File: src/rtl/game_tick_ctrl_pkg.sv
// game_pkg: shared definitions for the game tick controller slice.
//   game_state_e  - run-control state encoding (IDLE=0 .. OVER=4)
//   TICK_DIV_50M  - base clock cycles per 0.1 s tick at 50 MHz
//   ELAPSED_W     - width of the elapsed-tenths counter
//   rr_pick()     - two-requester round-robin grant selection
package game_pkg;

  typedef enum logic [2:0] {
    ST_IDLE  = 3'd0,
    ST_READY = 3'd1,
    ST_RUN   = 3'd2,
    ST_PAUSE = 3'd3,
    ST_OVER  = 3'd4
  } game_state_e;

  localparam int TICK_DIV_50M = 5000000;
  localparam int ELAPSED_W    = 10;

  // Single requester wins outright; with both asserted, fav_hi selects
  // which one is favoured this time.
  function automatic logic [1:0] rr_pick(input logic [1:0] req,
                                         input logic       fav_hi);
    logic [1:0] g;
    g = '0;
    unique case (req)
      2'b01:   g = 2'b01;
      2'b10:   g = 2'b10;
      2'b11:   g = fav_hi ? 2'b10 : 2'b01;
      default: g = '0;
    endcase
    return g;
  endfunction

endpackage

File: src/rtl/game_tick_ctrl_if.sv
// game_tick_ctrl_if: write-request / grant handshake between the two
// requesters (master side) and the tick controller (slave side).
//   req   [1:0] level requests, held until granted
//   grant [1:0] one-hot, one-cycle grant
interface game_tick_ctrl_if;
  logic [1:0] req;
  logic [1:0] grant;

  modport master (output req, input grant);
  modport slave  (input req, output grant);
endinterface

File: src/rtl/game_tick_ctrl_prescaler.sv
// game_tick_prescaler: speed-scaled tick prescaler.
//   clk, rst_n - clock, async active-low reset
//   enable     - count this cycle
//   clear      - force counter to 0 and load the speed latch from shift
//   shift[1:0] - period = TICK_DIV >> shift, sampled at each period start
//   raw_tick   - combinational: counter is at the last cycle of its period
module game_tick_prescaler #(
  parameter int TICK_DIV = 5000000
) (
  input  logic       clk,
  input  logic       rst_n,
  input  logic       enable,
  input  logic       clear,
  input  logic [1:0] shift,
  output logic       raw_tick
);

  localparam int CNT_W = (TICK_DIV > 2) ? $clog2(TICK_DIV) : 1;

  logic [CNT_W-1:0] cnt;
  logic [1:0]       speed_latch;
  logic [CNT_W-1:0] last;

  always_comb begin
    last     = CNT_W'((TICK_DIV >> speed_latch) - 1);
    raw_tick = enable && (cnt == last);
  end

  always_ff @(posedge clk or negedge rst_n) begin
    if (!rst_n) begin
      cnt         <= '0;
      speed_latch <= '0;
    end else if (clear) begin
      cnt         <= '0;
      speed_latch <= shift;
    end else if (enable) begin
      if (raw_tick) begin
        // New speed takes effect only from the next period.
        cnt         <= '0;
        speed_latch <= shift;
      end else begin
        cnt <= cnt + 1'b1;
      end
    end
  end

endmodule

File: src/rtl/game_tick_ctrl.sv
// game_tick_ctrl: run control and scheduling for the 0.1 s game timebase.
//   CLOCK50M   - system clock
//   KEY0       - async active-low reset
//   start/pause/stop - one-cycle commands (priority stop > pause > start)
//   speed[1:0] - tick period = TICK_DIV >> speed
//   bus        - game_tick_ctrl_if.slave: req in, grant out (one grant per
//                RUN tick, round-robin between the two requesters)
//   tick       - registered one-cycle tick pulse
//   elapsed    - tenths elapsed in RUN (wraps)
//   state      - IDLE=0 READY=1 RUN=2 PAUSE=3 OVER=4
//   time_up    - one-cycle pulse when the time limit is reached
// Optional feature: define GAME_TICK_CTRL_TIME_LIMIT_EN to end the game when
// elapsed reaches TIME_LIMIT; otherwise time_up is 0 and elapsed wraps.
module game_tick_ctrl
  import game_pkg::*;
#(
  parameter int TICK_DIV        = TICK_DIV_50M,
  parameter int COUNTDOWN_TICKS = 30,
  parameter int TIME_LIMIT      = 600
) (
  input  logic                 CLOCK50M,
  input  logic                 KEY0,
  input  logic                 start,
  input  logic                 pause,
  input  logic                 stop,
  input  logic [1:0]           speed,
  game_tick_ctrl_if.slave      bus,
  output logic                 tick,
  output logic [ELAPSED_W-1:0] elapsed,
  output logic [2:0]           state,
  output logic                 time_up
);

  localparam int CD_W = (COUNTDOWN_TICKS > 2) ? $clog2(COUNTDOWN_TICKS) : 1;

  game_state_e          state_q;
  logic [CD_W-1:0]      countdown;
  logic [1:0]           grant_q;
  logic                 rr_fav_hi;
  logic                 raw_tick;
  logic                 pre_en;
  logic                 pre_clr;
  logic [1:0]           pick;
  logic [ELAPSED_W-1:0] elapsed_nxt;

  // A pause in RUN holds the prescaler in that same cycle, so the phase at
  // the moment of the pause is exactly the phase resumed from.
  always_comb begin
    pre_en      = (state_q == ST_READY) || ((state_q == ST_RUN) && !pause);
    pre_clr     = (state_q == ST_IDLE) || (state_q == ST_OVER);
    pick        = rr_pick(bus.req, rr_fav_hi);
    elapsed_nxt = elapsed + 1'b1;
  end

  game_tick_prescaler #(
    .TICK_DIV (TICK_DIV)
  ) u_prescaler (
    .clk      (CLOCK50M),
    .rst_n    (KEY0),
    .enable   (pre_en),
    .clear    (pre_clr),
    .shift    (speed),
    .raw_tick (raw_tick)
  );

  always_ff @(posedge CLOCK50M or negedge KEY0) begin
    if (!KEY0) begin
      state_q   <= ST_IDLE;
      countdown <= '0;
      elapsed   <= '0;
      tick      <= 1'b0;
      grant_q   <= '0;
      rr_fav_hi <= 1'b0;
`ifdef GAME_TICK_CTRL_TIME_LIMIT_EN
      time_up   <= 1'b0;
`endif
    end else begin
      tick    <= 1'b0;
      grant_q <= '0;
`ifdef GAME_TICK_CTRL_TIME_LIMIT_EN
      time_up <= 1'b0;
`endif
      unique case (state_q)
        ST_IDLE, ST_OVER: begin
          if (start) begin
            state_q   <= ST_READY;
            countdown <= CD_W'(COUNTDOWN_TICKS - 1);
            elapsed   <= '0;
          end
        end
        ST_READY: begin
          if (stop) begin
            state_q <= ST_OVER;
          end else if (raw_tick) begin
            tick <= 1'b1;
            if (countdown == '0) begin
              state_q <= ST_RUN;
            end else begin
              countdown <= countdown - 1'b1;
            end
          end
        end
        ST_RUN: begin
          if (stop) begin
            state_q <= ST_OVER;
`ifdef GAME_TICK_CTRL_TIME_LIMIT_EN
          end else if (time_up) begin
            state_q <= ST_OVER;
`endif
          end else if (pause) begin
            state_q <= ST_PAUSE;
          end else if (raw_tick) begin
            tick    <= 1'b1;
            elapsed <= elapsed_nxt;
            grant_q <= pick;
            // Favour the other requester after any grant.
            if (pick != '0) begin
              rr_fav_hi <= pick[0];
            end
`ifdef GAME_TICK_CTRL_TIME_LIMIT_EN
            if (elapsed_nxt == ELAPSED_W'(TIME_LIMIT)) begin
              time_up <= 1'b1;
            end
`endif
          end
        end
        ST_PAUSE: begin
          if (stop) begin
            state_q <= ST_OVER;
          end else if (pause) begin
            state_q <= ST_RUN;
          end
        end
        default: state_q <= ST_IDLE;
      endcase
    end
  end

`ifndef GAME_TICK_CTRL_TIME_LIMIT_EN
  assign time_up = 1'b0;
`endif

  assign state     = state_q;
  assign bus.grant = grant_q;

endmodule

File: src/flat_wrapper.sv
// flat-port wrapper written by rule: the top's interface ports become plain ports
module game_tick_ctrl_flat import game_pkg::*;
#(
  parameter int TICK_DIV        = TICK_DIV_50M,
  parameter int COUNTDOWN_TICKS = 30,
  parameter int TIME_LIMIT      = 600
)
  (CLOCK50M, KEY0, start, pause, stop, speed, tick, elapsed, state, time_up, bus_req, bus_grant);
  game_tick_ctrl_if bus_i ();
  input  logic CLOCK50M;
  input  logic KEY0;
  input  logic start;
  input  logic pause;
  input  logic stop;
  input  logic [1:0] speed;
  output logic tick;
  output logic [ELAPSED_W-1:0] elapsed;
  output logic [2:0] state;
  output logic time_up;
  input wire logic [$bits(bus_i.req)-1:0] bus_req;
  output wire logic [$bits(bus_i.grant)-1:0] bus_grant;
  assign bus_i.req = bus_req;
  assign bus_grant = bus_i.grant;
  game_tick_ctrl #(.TICK_DIV(TICK_DIV), .COUNTDOWN_TICKS(COUNTDOWN_TICKS), .TIME_LIMIT(TIME_LIMIT)) u_core (.CLOCK50M(CLOCK50M), .KEY0(KEY0), .start(start), .pause(pause), .stop(stop), .speed(speed), .bus(bus_i), .tick(tick), .elapsed(elapsed), .state(state), .time_up(time_up));
endmodule
File: config.mk
export PLATFORM = sky130hd
export DESIGN_NAME = game_tick_ctrl_flat
export DESIGN_NICKNAME = d
export VERILOG_FILES = /design/src/rtl/game_tick_ctrl_pkg.sv /design/src/rtl/game_tick_ctrl_if.sv /design/src/rtl/game_tick_ctrl_prescaler.sv /design/src/rtl/game_tick_ctrl.sv /design/src/flat_wrapper.sv
export SDC_FILE = /design/constraint.sdc
export NUM_CORES = 1
export LEC_CHECK = 0
export CAP_MARGIN = 0
export CORE_AREA = 3 3 74 76
export CTS_CLUSTER_DIAMETER = 100
export CTS_CLUSTER_SIZE = 14
export DETAILED_ROUTE_END_ITERATION = 8
export DIE_AREA = 0 0 77 79
export PLACE_DENSITY = 0.89
export SLEW_MARGIN = 20
export SYNTH_ARGS = -nofsm -noshare
export SYNTH_HDL_FRONTEND = slang
export SYNTH_SLANG_ARGS = --single-unit
export TNS_END_PERCENT = 50
File: constraint.sdc
create_clock -name CLOCK50M -period 2.85 [get_ports CLOCK50M]
set_input_delay 0.4275 -clock CLOCK50M [delete_from_list [all_inputs] [get_ports CLOCK50M]]
set_output_delay 0.4275 -clock CLOCK50M [all_outputs]
set_load 0.01 [all_outputs]
==> out/metrics.cfg, run 1 <==
[outcome]
status = finished, final reports clean

[logic_synthesis]
ys.flop_type = dfrtp_1
seq_area_frac_synth_pct = 42.5
synthAdderAreaFrac_pct = 5.42
synth_edf_count = 0
async_flop_share_pct = 100
synth_top_family_by_area = simple AND/OR/NAND/NOR gates
synth_simple_gate_area_share_pct = 27.6
synthCells = 303
synth_xor_xnor_area_share_pct = 9.17
synth_seq_cells = 47
synth_warnings = 0
avgSynthCellArea_um2 = 9.14
synth.net_count = 324
muxShareOfSynthArea_pct = 1.17
synth_compound_area_share_pct = 10.1
syn_area_um2 = 2770
synth.distinct_cells = 49

[routing]
drc_errors = 0
wire_per_inst_um = 15.9
drt-pass1-iter-count = 4
drt.antenna.violating_nets = 0
vias = 2404
routed_wl_mm = 6.50
drtIter0Drc = 197
vias_per_cell = 5.88

[pwr]
p_leak_uw = 0.00133
powerDensity_nw_per_um2 = 468
vdd_drop_max_v = 0.000342

[critical_path]
crit_slowest_cell = or4_1
cp_max_fo = 6
ff2ff_setup_slack_ps = 60
end_kind = flop
worst-path-buf-inv = 4
crit_path_start_kind = flop
crit_arrival_ps = 3040
crit_required_ps = 3100
crit_family = simple AND/OR/NAND/NOR gates
critical_path.most_common_cell = buf_4
crit_chain = inv_2 -> ha_4 -> inv_1 -> ha_1 -> xor2_1 -> o221ai_1 -> nor4_1 -> buf_4 -> nand4_4 -> buf_4 -> or4_1 -> nand2_1
worst_path_largest_cell_delay_ps = 490
crit_type = reg2reg

[clock_tree]
path_clk_slew_ps = 90
cts_made_buffers = 5
clock_latency_ps = 310
cts_tree = built
cts_max_level = 2
cts_max_path_buffers = 2
cts_hold_buf = 0
clockRootBuffer = clkbuf_8
cts_num_sinks = 47

[timing]
slew_viol_final = 0
timing.fmax_mhz = 359
skew_ps = 11.4
period_share_pct = 97.8
max_slew_margin_pct = 61.3
fin_setup_tns_ps = 0
layout_min_cycle_time_ps = 2790
whs_ps = 120
hold_viol = 0
worst_slew_pin_slew_ps = 580
setup_viol = 0

[die]
core_area_um2 = 4790
start_util_pct = 57.9
ios = 26
core.rowCount = 25
design.die.area_um2 = 6080
die_h_um = 79
die_w_um = 77

[placement]
port_buffers = 24
dpl.hpwl_mm = 4.51
gp_congestion = 0.905

[finish]
nFillCells = 362
drive_gt1_share_pct = 12.9
seq_area_um2 = 1180
nNetsFinal = 362
diodes = 0
area_growth_pct = 20.2
final_cell_mix = nor2_1, dfrtp_1, clkdlybuf4s50_1
multi_input_area_um2 = 1550

[global_route]
antenna_found_initial = 0
grt.overflow.total = 0
grt_pass1_vias = 2352
grt_first_pass_wirelength_mm = 10.8
grt_max_degree = 48
grt_use_total_pct = 21.8

[worst_hold_path]
hold_path_class = in2async

[job]
cap_violations = 0

[state kept, by name, indices dropped and copies added (netlist names)]
signal                          flops
u_core.u_prescaler.speed_latch      2
u_core.elapsed                     10
u_core.rr_fav_hi                    1
u_core.countdown                    5
u_core.tick                         1
u_core.bus.grant                    2
u_core.u_prescaler.cnt             23
u_core.state                        3
[repair_timing]
item,in CTS,in global routing
gates resized for setup,1,10
gates cloned,0,1
setup endpoints to repair,3,29
endpoints found under the hold margin,0,0
setup buffers,0,5
pin swaps,0,1
[cell families after synthesis]
| family | count (synthesis) |
|---|---|
| other | 1 |
| muxes | 3 |
| buffers and inverters | 24 |
| and+or+nand+nor | 144 |
| adders and majority gates | 12 |
| DFF | 47 |
| AOI/OAI and AO/OA | 43 |
| xor gates and xnor gates | 29 |
[per-layer routing]
| layer | GRT usage, % | vias up | part of all wire, % | wire length [um] |
|---|---|---|---|---|
| met5 | 0 | - | 0 | 0 |
| met4 | 10.3 | 0 | 2.4 | 156 |
| met3 | 2.15 | 14 | 3.8 | 245 |
| met2 | 36.6 | 70 | 49 | 3190 |
| met1 | 28.7 | 1176 | 45 | 2910 |
| li1 | - | 1144 | - | - |
[cell usage after synthesis (2+ instances only)]
cell | number | share of area, %
or4_1 | 4 | 1.1
xor2_1 | 13 | 4.1
nor2b_1 | 2 | 0.45
dfrtp_1 | 47 | 42
o211ai_1 | 2 | 0.54
a21oi_1 | 14 | 2.5
nand4_1 | 9 | 2.0
mux2_2 | 2 | 0.81
nand2b_1 | 2 | 0.45
o21ai_0 | 9 | 1.6
xnor2_1 | 16 | 5.1
nand3b_1 | 3 | 0.81
nor4bb_1 | 2 | 0.72
nand2_1 | 22 | 3.0
nor3b_1 | 3 | 0.81
ha_1 | 12 | 5.4
and2_1 | 5 | 1.1
inv_1 | 16 | 2.2
nor4_1 | 4 | 0.90
o31ai_1 | 4 | 1.1
a211oi_1 | 2 | 0.54
clkbuf_1 | 5 | 0.68
a211oi_2 | 2 | 0.90
buf_6 | 2 | 0.81
or3_1 | 5 | 1.1
nor3_1 | 7 | 1.3
nor2_1 | 45 | 6.1
and4_1 | 6 | 1.9
nand3_1 | 18 | 3.3
[through the flow]
stage / area, um^2 / util (%) / worst slack [ps] / total power [uW] / cells
2_1_floorplan: 2770 / - / 215 / 925 / 303
3_5_place_dp: 3110 / 64.9 / 44.8 / 1020 / 395
5_1_grt: 3330 / 69.6 / -53.9 / 1630 / 409
4_1_cts: 3230 / 67.6 / 91.4 / 1530 / 403
3_3_place_gp: 3110 / 64.9 / 123 / 1010 / 395
6_report: 3330 / 69.6 / 63.0 / 1560 / 409
[layout make-up]
cell class | count | share of cell area [%]
Multi-Input combinational cell | 233 | 46.4
Sequential cell | 47 | 35.4
Timing Repair Buffer | 38 | 10.3
Tap cell | 67 | 2.52
Clock buffer | 6 | 2.48
Inverter | 16 | 1.80
Clock inverter | 2 | 1.05
[power by group]
part | switching, uW | total, uW | internal, uW
Sequential | 28.6 | 714 | 685
Clock | 225 | 509 | 284
Combinational | 202 | 336 | 133
Total | 456 | 1560 | 1100
[worst paths after layout]
path	start	to	depth (start not counted)
worst max-delay path	u_core.u_prescaler.speed_latch[0]	u_core.elapsed[7]	12
worst min-delay path	KEY0	u_core.state[1]	1
worst max register to register	u_core.u_prescaler.speed_latch[0]	u_core.elapsed[7]	12
worst min register to register	u_core.countdown[0]	u_core.countdown[0]	1
max in group asynchronous	KEY0	u_core.u_prescaler.speed_latch[1]	1
min in group CLOCK50M	u_core.countdown[0]	u_core.countdown[0]	1
Note: power is estimated with default switching activity, not from simulation.
==> inputs of run 2 (changes only) <==
--- a/config.mk
+++ b/config.mk
@@ -5,7 +5,6 @@
 export SDC_FILE = /design/constraint.sdc
 export NUM_CORES = 1
 export LEC_CHECK = 0
-export CAP_MARGIN = 0
 export CORE_AREA = 3 3 74 76
 export CTS_CLUSTER_DIAMETER = 100
 export CTS_CLUSTER_SIZE = 14
==> results of run 2 <==
Same layout as run 1: the final DEF is identical, and so are final timing and power.
==> inputs of run 3 (changes only) <==
--- a/config.mk
+++ b/config.mk
@@ -10,7 +10,7 @@
 export CTS_CLUSTER_SIZE = 14
 export DETAILED_ROUTE_END_ITERATION = 8
 export DIE_AREA = 0 0 77 79
-export PLACE_DENSITY = 0.89
+export PLACE_DENSITY = 0.77
 export SLEW_MARGIN = 20
 export SYNTH_ARGS = -nofsm -noshare
 export SYNTH_HDL_FRONTEND = slang
==> run 3 against run 2 <==
Net effect: highest routed layer unchanged; final cell count fell by 0.73%; via count fell by 4.6%; clock skew fell by 8.0 ps; design area fell by 1.7%; flip-flop and latch count did not move; maximum frequency rose by 0.81%; combinational power fell by 6.5%.
==> out/metrics.cfg, run 3 (same netlist as run 1, synthesis figures left out) <==
[timing]
slew_viol_final = 0
period_share_pct = 97.0
max_slew_margin_pct = 61.0
setup_viol = 0
hold_viol = 0
timing.fmax_mhz = 362
layout_min_cycle_time_ps = 2760
worst_slew_pin_slew_ps = 585
skew_ps = 3.41

[finish]
instances_no_fill = 406
final_cell_mix = dfrtp_1, nor2_1, clkdlybuf4s50_1
top_register = u_core.u_prescaler.cnt
nNetsFinal = 359
nFillCells = 398
utilization_pct = 68.4
stdcell_area_um2 = 3270
drive_gt1_share_pct = 10.9
area_growth_pct = 18.1
largest_reg_flops = 23
reg_top3 = u_core.u_prescaler.cnt (23), u_core.elapsed (10), u_core.countdown (5)
final_common_cell = dfrtp_1
diodes = 0

[routing]
vias_per_cell = 5.65
route.met2.wl_mm = 2.81
wl_met1_mm = 2.77
drt-pass1-iter-count = 4
drc_errors = 0
wire_per_inst_um = 14.5
drt.antenna.violating_nets = 0
drtIter0Drc = 144
top_layer_used = met4
routed_wl_mm = 5.87
vias = 2293
wl_met3_um = 177

[pwr]
p_leak_uw = 0.00130
vdd_drop_max_v = 0.000302
switching_share_pct = 28.5
power.share.clock_pct = 33.0
internal-power_uw = 1090
seqPwrFrac_pct = 46.3
p_sw_uw = 434
powerDensity_nw_per_um2 = 466
comb_power_share_pct = 20.6

[placement]
placed_area_um2 = 3110
port_buffers = 24
gp_congestion = 0.824
dpl.cell_count = 395
dpl.hpwl_mm = 4.24

[die]
design.die.area_um2 = 6080
die_h_um = 79
ios = 26
start_util_pct = 57.9
core_area_um2 = 4790
core.rowCount = 25
die_w_um = 77

[job]
cap_violations = 0

[global_route]
grt_max_degree = 48
grt_first_pass_wirelength_mm = 10.4
grt.overflow.total = 0
grt_use_total_pct = 21.0
grt_pass1_vias = 2296
antenna_found_initial = 0

[critical_path]
crit_arrival_ps = 3000
worst-path-buf-inv = 4
crit_family = simple AND/OR/NAND/NOR gates
crit_path_start_kind = flop
ff2ff_setup_slack_ps = 90
critical_path.most_common_cell = buf_4
crit_type = reg2reg
crit_slowest_cell = or4_1
cp_max_fo = 13
crit_required_ps = 3090
crit_chain = buf_4 -> ha_1 -> inv_1 -> ha_1 -> xor2_1 -> o221ai_1 -> nor4_2 -> buf_4 -> nand4_4 -> buf_4 -> or4_1 -> nand2_1
end_kind = flop
worst_path_largest_cell_delay_ps = 490

[clock_tree]
cts_num_sinks = 47
path_clk_slew_ps = 80
cts_made_buffers = 5
clock_latency_ps = 300
cts_max_path_buffers = 2
clockRootBuffer = clkbuf_8
cts_tree = built
cts_max_level = 2

[outcome]
status = finished, final reports clean

[worst_hold_path]
hold_path_class = in2async

-- run 3: routing by layer --
| layer | GRT usage (%) | vias to the layer above |
|---|---|---|
| li1 | - | 1138 |
| met1 | 27.5 | 1102 |
| met2 | 35.5 | 40 |
| met3 | 3.06 | 13 |
| met4 | 7.83 | 0 |
| met5 | 0 | - |
-- run 3: timing repair --
item	in CTS	in global routing
gates cloned	0	0
hold buffers	0	0
resized for setup	1	4
setup endpoints to repair	1	30
pin swaps	0	1
setup buffers	0	3
-- run 3: final cells by class --
type | instances | area, um^2 | area share [%]
sequential | 47 | 1180 | 35.9
clock buffer | 6 | 82.6 | 2.52
multi-input combinational | 232 | 1510 | 46.0
clock inverter | 2 | 35.0 | 1.07
tap | 67 | 83.8 | 2.56
timing repair buffer | 36 | 328 | 10.0
inverter | 16 | 60.1 | 1.84
-- run 3: worst paths after layout --
kind / from / endpoint / cells after the start
setup / recovery: u_core.u_prescaler.speed_latch[0] / u_core.elapsed[7] / 12
hold / removal: KEY0 / u_core.bus.grant[0] / 1
setup reg to reg: u_core.u_prescaler.speed_latch[0] / u_core.elapsed[7] / 12
hold reg to reg: u_core.rr_fav_hi / u_core.rr_fav_hi / 1
max in group asynchronous: KEY0 / u_core.u_prescaler.cnt[12] / 1
min in group CLOCK50M: u_core.rr_fav_hi / u_core.rr_fav_hi / 1
-- run 3: power groups by stage --
stage	sequential [uW]	clock, uW	combinational [uW]
after global routing	711	544	353
final	706	503	314
after floorplan	721	0	204
after CTS	705	514	310
after global placement	718	0	298
after detailed placement	718	0	306
-- run 3: stage by stage --
stage                     hold WS (ps)  total power (uW)  setup slack, ps  setup TNS [ps]
after global routing               162              1610             -110            -533
final                              126              1520             85.5               0
after CTS                          345              1530             58.2               0
after floorplan                    132               925              215               0
after detailed placement           499              1020             27.8               0
after global placement             489              1020              153               0
